===== config.mk =====
export PLATFORM = sky130hd
export DESIGN_NAME = mmio_timer
export DESIGN_NICKNAME = d
export VERILOG_FILES = /design/src/rtl/mmio_timer_pkg.sv /design/src/rtl/timer_channel.sv /design/src/rtl/mmio_timer.sv
export SDC_FILE = /design/constraint.sdc
export NUM_CORES = 1
export LEC_CHECK = 0
export CELL_PAD_IN_SITES_DETAIL_PLACEMENT = 0
export CELL_PAD_IN_SITES_GLOBAL_PLACEMENT = 2
export CORE_ASPECT_RATIO = 2
export CORE_MARGIN = 10
export CORE_UTILIZATION = 36
export CTS_CLUSTER_SIZE = 12
export DETAILED_ROUTE_END_ITERATION = 7
export PLACE_DENSITY = 0.8
export SKIP_CTS_REPAIR_TIMING = 1
export SYNTH_ARGS = -nofsm -noshare
export SYNTH_HDL_FRONTEND = slang
export SYNTH_SLANG_ARGS = --single-unit

===== constraint.sdc =====
create_clock -name clk -period 2.95 [get_ports clk]
set_clock_uncertainty 0.05 [all_clocks]
set_input_delay 0.4425 -clock clk [delete_from_list [all_inputs] [get_ports clk]]
set_output_delay 0.4425 -clock clk [all_outputs]
set_load 0.05 [all_outputs]

===== src/rtl/mmio_timer_pkg.sv =====
// Shared register map, CTRL bit layout and default placement of the timer block.
package mmio_timer_pkg;

    localparam logic [14:0] DEFAULT_BASE_ADDR = 15'd24577;

    typedef enum logic [1:0] {
        REG_CTRL   = 2'd0,
        REG_COUNT  = 2'd1,
        REG_RELOAD = 2'd2,
        REG_STATUS = 2'd3
    } reg_e;

    localparam int CTRL_EN     = 0;
    localparam int CTRL_AUTO   = 1;
    localparam int CTRL_DIR    = 2;
    localparam int CTRL_IRQ_EN = 3;
    localparam int CTRL_PS_LSB = 4;
    localparam int CTRL_W      = 8;

    localparam int STATUS_MATCH = 0;
    localparam int STATUS_OVR   = 1;

endpackage


===== src/rtl/timer_channel.sv =====
// One timer channel: CTRL/COUNT/RELOAD/STATUS registers, tick gating and match/overrun tracking.
// CPU writes land on the next edge; a CTRL or COUNT write suppresses that cycle's count step.
module timer_channel
    import mmio_timer_pkg::*;
#(
    parameter int WIDTH = 16
) (
    input  logic              clk_i,
    input  logic              rst_ni,
    input  logic [WIDTH-1:0]  prescaler_i,
    input  logic [WIDTH-1:0]  wdata_i,
    input  logic              wr_ctrl_i,
    input  logic              wr_count_i,
    input  logic              wr_reload_i,
    input  logic              wr_status_i,
    output logic [CTRL_W-1:0] ctrl_o,
    output logic [WIDTH-1:0]  count_o,
    output logic [WIDTH-1:0]  reload_o,
    output logic [1:0]        status_o,
    output logic              irq_o
);

    logic [CTRL_W-1:0] ctrl_q, ctrl_d;
    logic [WIDTH-1:0]  count_q, count_d;
    logic [WIDTH-1:0]  reload_q, reload_d;
    logic [1:0]        status_q, status_d;
    logic              irq_q;

    logic [3:0]        ps;
    logic [WIDTH-1:0]  ps_mask;
    logic              tick, step, dn, evt;

    always_comb begin
        ps      = ctrl_q[CTRL_PS_LSB +: 4];
        // PS=0 yields an empty mask, so every cycle qualifies.
        ps_mask = (WIDTH'(1) << ps) - WIDTH'(1);
        tick    = ctrl_q[CTRL_EN] && ((prescaler_i & ps_mask) == ps_mask);
        step    = tick && !wr_ctrl_i && !wr_count_i;
        dn      = ctrl_q[CTRL_DIR];
        evt     = step && (dn ? (count_q == '0) : (count_q == reload_q));

        ctrl_d   = ctrl_q;
        count_d  = count_q;
        reload_d = reload_q;
        status_d = status_q & ~({2{wr_status_i}} & wdata_i[1:0]);

        if (step) begin
            if (evt) begin
                if (ctrl_q[CTRL_AUTO]) count_d = dn ? reload_q : '0;
                else                   ctrl_d[CTRL_EN] = 1'b0;
            end else begin
                count_d = dn ? count_q - WIDTH'(1) : count_q + WIDTH'(1);
            end
        end

        if (evt) begin
            status_d[STATUS_MATCH] = 1'b1;
            if (status_q[STATUS_MATCH]) status_d[STATUS_OVR] = 1'b1;
        end

        if (wr_ctrl_i)   ctrl_d   = wdata_i[CTRL_W-1:0];
        if (wr_count_i)  count_d  = wdata_i;
        if (wr_reload_i) reload_d = wdata_i;
    end

    always_ff @(posedge clk_i or negedge rst_ni) begin
        if (!rst_ni) begin
            ctrl_q   <= '0;
            count_q  <= '0;
            reload_q <= '0;
            status_q <= '0;
            irq_q    <= 1'b0;
        end else begin
            ctrl_q   <= ctrl_d;
            count_q  <= count_d;
            reload_q <= reload_d;
            status_q <= status_d;
            irq_q    <= status_q[STATUS_MATCH] & ctrl_q[CTRL_IRQ_EN];
        end
    end

    assign ctrl_o   = ctrl_q;
    assign count_o  = count_q;
    assign reload_o = reload_q;
    assign status_o = status_q;
    assign irq_o    = irq_q;

endmodule


===== src/rtl/mmio_timer.sv =====
// Memory-mapped multi-channel timer: address decode, shared prescaler and combinational read mux.
// Reads are same-cycle and side-effect free; writes commit on the next rising edge.
module mmio_timer
    import mmio_timer_pkg::*;
#(
    parameter int          WIDTH     = 16,
    parameter int          CHANNELS  = 4,
    parameter logic [14:0] BASE_ADDR = DEFAULT_BASE_ADDR
) (
    input  logic                clk,
    input  logic                reset,
    input  logic [14:0]         addressM,
    input  logic [WIDTH-1:0]    outM,
    input  logic                writeM,
    output logic [WIDTH-1:0]    rdata,
    output logic                hit,
    output logic [CHANNELS-1:0] irq
);

    localparam int          CH_W = (CHANNELS > 1) ? $clog2(CHANNELS) : 1;
    localparam logic [15:0] SPAN = 16'(4 * CHANNELS);

    logic [14:0]      offset;
    logic [CH_W-1:0]  ch_sel;
    reg_e             reg_sel;
    logic [WIDTH-1:0] prescaler_q;

    logic [CTRL_W-1:0] ctrl_a   [CHANNELS];
    logic [WIDTH-1:0]  count_a  [CHANNELS];
    logic [WIDTH-1:0]  reload_a [CHANNELS];
    logic [1:0]        status_a [CHANNELS];

    assign offset  = addressM - BASE_ADDR;
    assign hit     = (addressM >= BASE_ADDR) && ({1'b0, offset} < SPAN);
    assign ch_sel  = offset[2 +: CH_W];
    assign reg_sel = reg_e'(offset[1:0]);

    always_ff @(posedge clk or negedge reset) begin
        if (!reset) prescaler_q <= '0;
        else        prescaler_q <= prescaler_q + WIDTH'(1);
    end

    for (genvar g = 0; g < CHANNELS; g++) begin : g_ch
        logic wr_sel;
        assign wr_sel = writeM && hit && (ch_sel == CH_W'(g));

        timer_channel #(.WIDTH(WIDTH)) u_channel (
            .clk_i       (clk),
            .rst_ni      (reset),
            .prescaler_i (prescaler_q),
            .wdata_i     (outM),
            .wr_ctrl_i   (wr_sel && (reg_sel == REG_CTRL)),
            .wr_count_i  (wr_sel && (reg_sel == REG_COUNT)),
            .wr_reload_i (wr_sel && (reg_sel == REG_RELOAD)),
            .wr_status_i (wr_sel && (reg_sel == REG_STATUS)),
            .ctrl_o      (ctrl_a[g]),
            .count_o     (count_a[g]),
            .reload_o    (reload_a[g]),
            .status_o    (status_a[g]),
            .irq_o       (irq[g])
        );
    end

    always_comb begin
        rdata = '0;
        if (hit) begin
            case (reg_sel)
                REG_CTRL:   rdata = WIDTH'(ctrl_a[ch_sel]);
                REG_COUNT:  rdata = count_a[ch_sel];
                REG_RELOAD: rdata = reload_a[ch_sel];
                REG_STATUS: rdata = WIDTH'(status_a[ch_sel]);
                default:    rdata = '0;
            endcase
        end
    end

endmodule


# Word-level counts from Yosys, hierarchy flattened
# Index checks and enable logic that the tools add are counted.
[totals]
register_bits = 188
input_bits = 34
wordCells = 227
[op_classes]
n_addsub = 14
order_cmp = 3
n_eq_ne = 22
shift = 4
mux = 66
bitwise_logic = 21
n_reduce_logical = 72
[ops]
columns = ["op", "n"]
rows = [
  ["16-bit two-way mux", 29],
  ["16-bit == test", 8],
  ["16-bit by 1-bit adder with 16-bit output, second input constant", 5],
  ["16-bit AND", 4],
  ["16-bit binary-select mux with 2-bit select", 2],
  ["16-bit logical NOT", 4],
  ["16-bit case mux with 4 select lines", 1],
  ["1-bit by 4-bit left shift with 16-bit output, first input constant", 4],
  ["16-bit by 1-bit subtractor with 16-bit output, second input constant", 4],
  ["16-bit by 2-bit subtractor with 16-bit output, second input constant", 4],
  ["1-bit logical AND", 38],
  ["1-bit two-way mux", 24],
  ["2-bit nonzero test", 12],
  ["2-bit AND", 8],
  ["8-bit binary-select mux with 2-bit select", 1],
  ["8-bit two-way mux", 2],
  ["15-bit >= comparator, second input constant", 1],
  ["15-bit by 5-bit less-than comparator with 1-bit output, second input constant", 1],
  ["15-bit subtractor, second input constant", 1],
  ["2-bit two-way mux", 6],
  ["3-bit by 1-bit inequality test with 1-bit output, second input constant", 4],
  ["3-bit AND reduction", 4],
  ["2-bit == test, second input constant", 4],
  ["1-bit logical NOT", 8],
  ["9 further kinds", 23],
]

# Longest topological paths before layout
# Gate-level depths: netlist of the first run.
[logic_depth]
depth_word = 13
depth_mapped = 16
depth_no_buf = 12

# By module
# A second synthesis of the first run with hierarchy kept.
[unflattened]
cells_unflattened = 1860
hier_area_um2 = 16271.9
[by_module_without_submodules]
columns = ["module", "instances", "cells_each", "area_each_um2"]
rows = [
  ["timer_channel at g_ch[2].u_channel ...", 2, 347, 3275.6],
  ["timer_channel at g_ch[1].u_channel", 1, 367, 3321.9],
  ["timer_channel at g_ch[0].u_channel", 1, 369, 3304.4],
  ["mmio_timer", 1, 430, 3094.2],
]

# Worst setup path before layout of the first run
# OpenSTA, ideal clock, no wires.
[synth_timing]
kind = "input port to output port"
start = "in addressM[3]"
end = "out rdata[6]"
t_arrival_ns = 4.317
path_slack_ns = -1.859
cell_stages = 8
n_path_buf = 2
cell_sequence = "buf_2 > nor4_4 > xor2_2 > or2_1 > buf_4 > inv_2 > nand2_1 > a2111oi_0"
[synth_rtl]
columns = ["element", "line_no", "rtl"]
rows = [
  ["start: declaration", "mmio_timer.sv:12", "input logic [14:0] addressM,"],
  ["15-bit subtractor", "mmio_timer.sv:33", "assign offset = addressM - BASE_ADDR;"],
  ["15-bit by 5-bit less-than comparator with 1-bit output", "mmio_timer.sv:34", "assign hit = (addressM >= BASE_ADDR) && ({1'b0, offset} < SPAN);"],
  ["1-bit logical AND *", "mmio_timer.sv:34", ""],
  ["named net hit", "mmio_timer.sv:16", "output logic hit,"],
  ["16-bit two-way mux *", "mmio_timer.sv:66", "if (hit) begin"],
  ["end: declaration", "mmio_timer.sv:15", "output logic [WIDTH-1:0] rdata,"],
]
# Mark *: on every way through the listed nets, which the timed path passes. The rest lies on a longest branch. The select of a mux whose other input is x is not followed.

# Worst setup path after layout of the first run
[layout_timing]
start = "reg g_ch[2].u_channel.ctrl_q[6]"
end = "reg g_ch[2].u_channel.count_q[3]"
[layout_between]
elab_chain_len = 11
[layout_lines]
columns = ["element", "line_no", "rtl"]
rows = [
  ["start: declaration", "timer_channel.sv:23", "logic [CTRL_W-1:0] ctrl_q, ctrl_d;"],
  ["start signal: assignment", "timer_channel.sv:74", "ctrl_q <= ctrl_d;"],
  ["1-bit by 4-bit left shift with 16-bit output *", "timer_channel.sv:36", "ps_mask = (WIDTH'(1) << ps) - WIDTH'(1);"],
  ["16-bit by 2-bit subtractor with 16-bit output *", "timer_channel.sv:36", ""],
  ["16-bit AND", "timer_channel.sv:37", "tick = ctrl_q[CTRL_EN] && ((prescaler_i & ps_mask) == ps_mask);"],
  ["16-bit == test *", "timer_channel.sv:37", ""],
  ["1-bit logical AND *", "timer_channel.sv:37", ""],
  ["1-bit logical AND * (2 in a row)", "timer_channel.sv:38", "step = tick && !wr_ctrl_i && !wr_count_i;"],
  ["1-bit logical AND", "timer_channel.sv:40", "evt = step && (dn ? (count_q == '0) : (count_q == reload_q));"],
  ["16-bit two-way mux", "timer_channel.sv:48", "if (evt) begin"],
  ["16-bit two-way mux", "timer_channel.sv:47", "if (step) begin"],
  ["16-bit two-way mux", "timer_channel.sv:62", "if (wr_count_i) count_d = wdata_i;"],
  ["end signal: assignment", "timer_channel.sv:75", "count_q <= count_d;"],
  ["end: declaration", "timer_channel.sv:24", "logic [WIDTH-1:0] count_q, count_d;"],
]
# Every way passes the cells marked *; elsewhere a longest branch is shown, timed or not. The select of a mux whose other input is x is not followed.
# A chain may end at the register's enable or synchronous reset.

==> results.cfg, run 1 <==
[synth]
ys_ff_latch = 187
synth_cells = 1713
synth.net_count = 1812
synth_cell_types = 93
avgSynthCellArea_um2 = 8.728
synth_area_mm2 = 0.01495
ys_warn_count = 0
async_flop_share = 1.000
synth.most_common_cell = dfrtp_1
yosys-top-cells-area = dfrtp_1, mux2_2, xnor2_1
synth_top_area_cell = dfrtp_1
yosys.area.top_type_share = 0.3130
synth_seq_area_share = 0.3130
ys.flop_type = dfrtp_1
synth_edf_count = 0
synthTopCellsByCount = dfrtp_1, nand2_1, nor2_1, o21ai_0, xnor2_1

[timing]
setup_slack_ns = -0.2725
hold_violations = 0
finalSetupViolCount = 27
drv_slew = 0
tns_ns = -4.587
maxSlewHeadroom = 0.2646
fin_crit_sh = 1.092
tightest_slew_ns = 1.100
min_period_ns = 3.222
rsz0062_at_grt = true
hold_ws_ns = 0.4656
fmax_mhz = 310.3

[global_routing]
grt_pass1_vias = 15020
grt_start_max_net_pins = 65
grt_use_total = 0.2458
grt_antenna_before_repair = 0
grt_overflow = 0
grt_pass1_wl_mm = 93.32

[floorplanning]
rows = 105
fp.coreArea_mm2 = 0.04112
start_util = 0.3636
die_area_mm2 = 0.05058
die_h_um = 308.2
die_w_um = 164.1
io_pins = 55

[finish]
finalInstanceArea_mm2 = 0.01967
drive_above_1_share = 0.2958
finalNetCount = 2050
final_util = 0.4783
areaGrowthSynthToFinish_pct = 31.55
instances_no_fill = 2499
fill_cells = 3992
antenna_cells = 0

[drt]
wirelength_mm = 64.50
dr.pass1.iters = 6
wl_per_cell_um = 25.81
via_per_inst = 6.042
ant_nets = 0
num_vias = 15100
drt_first_iter_violations = 1229
drcViolationCount = 0

[placed_design]
dp_cells = 2428
dp_slack_ns = -0.5222
globalplace.congestion = 0.9675
dpl.hpwl_mm = 48.77
postPlaceCellArea_mm2 = 0.01795
port_buffers = 54

[clocking]
clk_path_buf_depth = 2
cts.clk_slew.worst_paths_ns = 0.07
cts_tree = built
clk_latency_ns = 0.47
cts-root-buf = clkbuf_16
cts.sinks = 187
htreeDepth = 4
numCtsBuffers = 17

[critical_path]
end_kind = flip-flop
crit_fanout = 5
crit_arrival_ns = 3.58
reg2reg_slack_ns = -0.27
crit_path_end = g_ch[2].u_channel.count_o[3]
worstReg2RegEnd = g_ch[2].u_channel.count_o[3]
critPathLaunchType = flip-flop
critPathKind = flip-flop to flip-flop
startpoint = g_ch[2].u_channel.ctrl_o[6]
r2r_start = g_ch[2].u_channel.ctrl_o[6]
required_ns = 3.31
reg2reg_depth = 14

[power_and_ir_drop]
power_density_mw_per_mm2 = 286.0
p_leak_nw = 8.548
ir_drop_v = 0.0002744
finalPower_mw = 5.624

[job]
drv_cap = 0

[status]
violations = negative setup slack
status = finished, violations left

[worst_hold_path]
hold_path.class = input port to async pin
-- how the worst min path moves through the flow --
stage | cells past startpoint | slack (ns) | to
6_report | 2 | 0.47 | g_ch[2].u_channel.ctrl_o[6]
5_1_grt | 2 | 0.48 | g_ch[0].u_channel.status_o[1]
4_1_cts | 1 | -0.08 | g_ch[2].u_channel.ctrl_o[6]
3_5_place_dp | 1 | 0.42 | g_ch[2].u_channel.ctrl_o[6]
3_3_place_gp | 1 | 0.42 | g_ch[0].u_channel.irq_o
2_1_floorplan | 0 | 0.1 | g_ch[0].u_channel.count_o[0]
-- placed cells by master, fill, tap and decap left out, types with 13 or more instances in the layout --
cell	n
a211oi_1	21
a21o_1	16
a21oi_1	77
a222oi_1	14
and2_1	13
and3_1	14
buf_12	27
buf_4	238
buf_6	31
clkbuf_16	24
clkdlybuf4s50_1	32
dfrtp_1	182
ha_1	57
inv_1	33
mux2_2	91
mux2i_1	27
nand2_1	163
nand2b_1	16
nand3_1	57
nand4_1	22
nor2_1	96
nor2_4	14
nor2b_1	13
nor3_1	33
nor4_1	18
o211a_1	14
o211ai_1	26
o21a_1	14
o21ai_0	87
o21ai_1	40
o31ai_1	16
or3_1	13
xnor2_1	104
xor2_1	27
-- critical path, stage by stage, from the launching register on --
cell,delay [ns]
dfrtp_1,0.38
or2_4,0.27
or3_4,0.39
ha_4,0.19
buf_6,0.12
or3_4,0.32
a211oi_2,0.25
nor4_1,0.07
o2111a_2,0.19
nand2_4,0.08
buf_12,0.11
nor2_4,0.04
or3_4,0.35
a311oi_2,0.25
a21o_1,0.11
-- flip-flops by register name, indices dropped and copies added, names as in the netlist --
signal                   cells
g_ch.u_channel.reload_o     64
g_ch.u_channel.irq_o         4
g_ch.u_channel.ctrl_o       32
g_ch.u_channel.status_o      8
prescaler_q                 15
g_ch.u_channel.count_o      64
-- per-layer routing --
layer  routed length [um]  track usage
met1                22220       0.2510
met2                33550       0.4410
met3                 3027      0.03416
met4                 5697       0.1828
met5                    0            0
-- power breakdown --
group          internal [mW]  total [mW]  switching (mW)
clock network           1.29        2.45            1.16
logic                  0.225       0.592           0.367
registers               2.57        2.58          0.0120
-- area by class of cell --
class                   count  area, um2  share of cell area
clock buffers              18      439.2             0.02233
flip-flops and latches    187       4686              0.2382
repair buffers            344       3262              0.1658
inverters                  35      136.4            0.006934
clock inverters            14      160.2            0.008142
well taps                 535      669.4             0.03403
multi-input cells        1366      10320              0.5245
-- cells by family (layout without fill, tap and decap cells) --
group,Yosys count,in the layout,synth area share
buffers and inverters,160,411,0.04820
XOR/XNOR,133,133,0.07841
AND/OR/NAND/NOR,554,554,0.1881
flip-flops,187,187,0.3130
AO/OA/AOI/OAI,481,481,0.2180
multiplexers,133,133,0.09791
adder cells (fa/ha/maj),65,65,0.05640
Power figures use the tool's default switching activity.
==> run 2: changes to the inputs <==
Settings changed: SKIP_LAST_GASP from default to 1, TNS_END_PERCENT from default to 50.
==> results.cfg, run 2 (synthesis gave the netlist of run 1 again) <==
[finish]
finalInstanceArea_mm2 = 0.01964
instances_no_fill = 2499
drive_above_1_share = 0.2974
areaGrowthSynthToFinish_pct = 31.38
multi_input_area_mm2 = 0.01032
ff_latch_area_mm2 = 0.004686
fill_cells = 3941
finalNetCount = 2050
layout_commonest_cell = buf_4
mostFrequentLayoutCells = buf_4, dfrtp_1, nand2_1
antenna_cells = 0

[placed_design]
postPlaceCellArea_mm2 = 0.01798
globalplace.congestion = 1.021
dp_cells = 2433
dpl.hpwl_mm = 49.01
port_buffers = 54
dp_slack_ns = -0.4788

[floorplanning]
start_util = 0.3636
io_pins = 55
die_h_um = 308.2
fp.coreArea_mm2 = 0.04112
rows = 105
die_w_um = 164.1
die_area_mm2 = 0.05058

[timing]
tightest_slew_ns = 1.097
hold_ws_ns = 0.4690
maxSlewHeadroom = 0.2665
drv_slew = 0
rsz0062_at_grt = true
hold_violations = 0
setup_slack_ns = -0.2412
fmax_mhz = 313.4
fin_crit_sh = 1.082
min_period_ns = 3.191
finalSetupViolCount = 23

[critical_path]
cp_slowest_cell = or3_4
crit_fanout = 6
cp_top_family = simple AND/OR/NAND/NOR gates
critPathLaunchType = flip-flop
cp_num_buf_inv = 2
path_cells = or2_4, or3_4, ha_4, or3b_4, a211oi_2, nor4_1, o2111a_2, nand2_4, nor2_4, buf_6, buf_4, nand3_1, a31o_2, o21ai_1
end_kind = flip-flop
critical-path-max-stage-delay_ns = 0.39
required_ns = 3.30
crit_arrival_ns = 3.54
critPathKind = flip-flop to flip-flop

[worst_hold_path]
hold_path.class = flip-flop to flip-flop

[drt]
via_per_inst = 5.986
wl_per_cell_um = 25.66
ant_nets = 0
dr.pass1.iters = 5
num_vias = 14960
drt_first_iter_violations = 1079
wirelength_mm = 64.14
drcViolationCount = 0

[clocking]
cts_tree = built
clk_latency_ns = 0.47
cts.sinks = 187
clk_path_buf_depth = 2
htreeDepth = 4
cts.clk_slew.worst_paths_ns = 0.07
numCtsBuffers = 17
cts-root-buf = clkbuf_16

[global_routing]
grt_overflow = 0
grt_pass1_vias = 15100
grt_pass1_wl_mm = 93.53
grt_use_total = 0.2454
grt_start_max_net_pins = 71
grt_antenna_before_repair = 0

[power_and_ir_drop]
finalPower_mw = 5.620
ir_drop_v = 0.0003217
power_density_mw_per_mm2 = 286.1
p_leak_nw = 8.625

[status]
violations = negative setup slack
status = finished, violations left

[job]
drv_cap = 0
run 2: cell count changes in the layout (fill, tap and decap cells not counted), sizes merged:
cell	delta
buf	+1
bufinv	-1
clkbuf	+1
clkdlybuf4s15	-1
clkdlybuf4s50	-9
dlymetal6s2s	+6
inv	+2
nor2	+1
run 2: layer usage:
metal | share of wire | GRT usage | routed length (um) | vias to the layer above
met5 | 0 | 0 | 0 | -
met4 | 0.079 | 0.1725 | 5082 | 0
met3 | 0.043 | 0.03176 | 2764 | 198
met2 | 0.53 | 0.4512 | 33970 | 517
met1 | 0.35 | 0.2463 | 22320 | 7425
li1 | - | - | - | 6819
run 2: path summary, 6_finish.rpt:
path / startpoint / end / cells after the start / slack (ns)
max in group asynchronous: reset / g_ch[1].u_channel.reload_o[7] / 3 / 1.47
worst max-delay path: g_ch[2].u_channel.ctrl_o[6] / g_ch[2].u_channel.count_o[2] / 14 / -0.24
worst min-delay path: g_ch[0].u_channel.status_o[1] / g_ch[0].u_channel.status_o[1] / 2 / 0.47
min in group asynchronous: reset / g_ch[0].u_channel.ctrl_o[7] / 2 / 0.51
worst max register to register: g_ch[2].u_channel.ctrl_o[6] / g_ch[2].u_channel.count_o[2] / 14 / -0.24
worst min register to register: g_ch[0].u_channel.status_o[1] / g_ch[0].u_channel.status_o[1] / 2 / 0.47
run 2: report_power, final:
part	internal, mW	switching (mW)	leakage (nW)
combinational	0.219	0.371	5.80
sequential	2.57	0.00991	2.53
clock	1.22	1.23	0.295
run 2: metrics by stage:
stage	util	TNS, ns
3_3_place_gp	0.4374	-45.51
3_5_place_dp	0.4374	-46.85
2_1_floorplan	-	-0.3098
5_1_grt	0.4777	-8.883
4_1_cts	0.4520	-16.02
6_report	0.4777	-3.299
run 2: final cells by class:
cell class              instances  share of cell area
flip-flops and latches        187              0.2385
inverters                      35            0.007134
clock buffers                  17             0.02166
well taps                     535             0.03408
multi-input cells            1367              0.5254
clock inverters                15            0.009045
repair buffers                343              0.1642
run 2: worst register-to-register path, cell delays in order, from the launching register on:
cell,delay [ns]
dfrtp_1,0.38
or2_4,0.25
or3_4,0.39
ha_4,0.18
or3b_4,0.23
a211oi_2,0.05
nor4_1,0.30
o2111a_2,0.30
nand2_4,0.10
nor2_4,0.24
buf_6,0.16
buf_4,0.11
nand3_1,0.07
a31o_2,0.21
o21ai_1,0.10
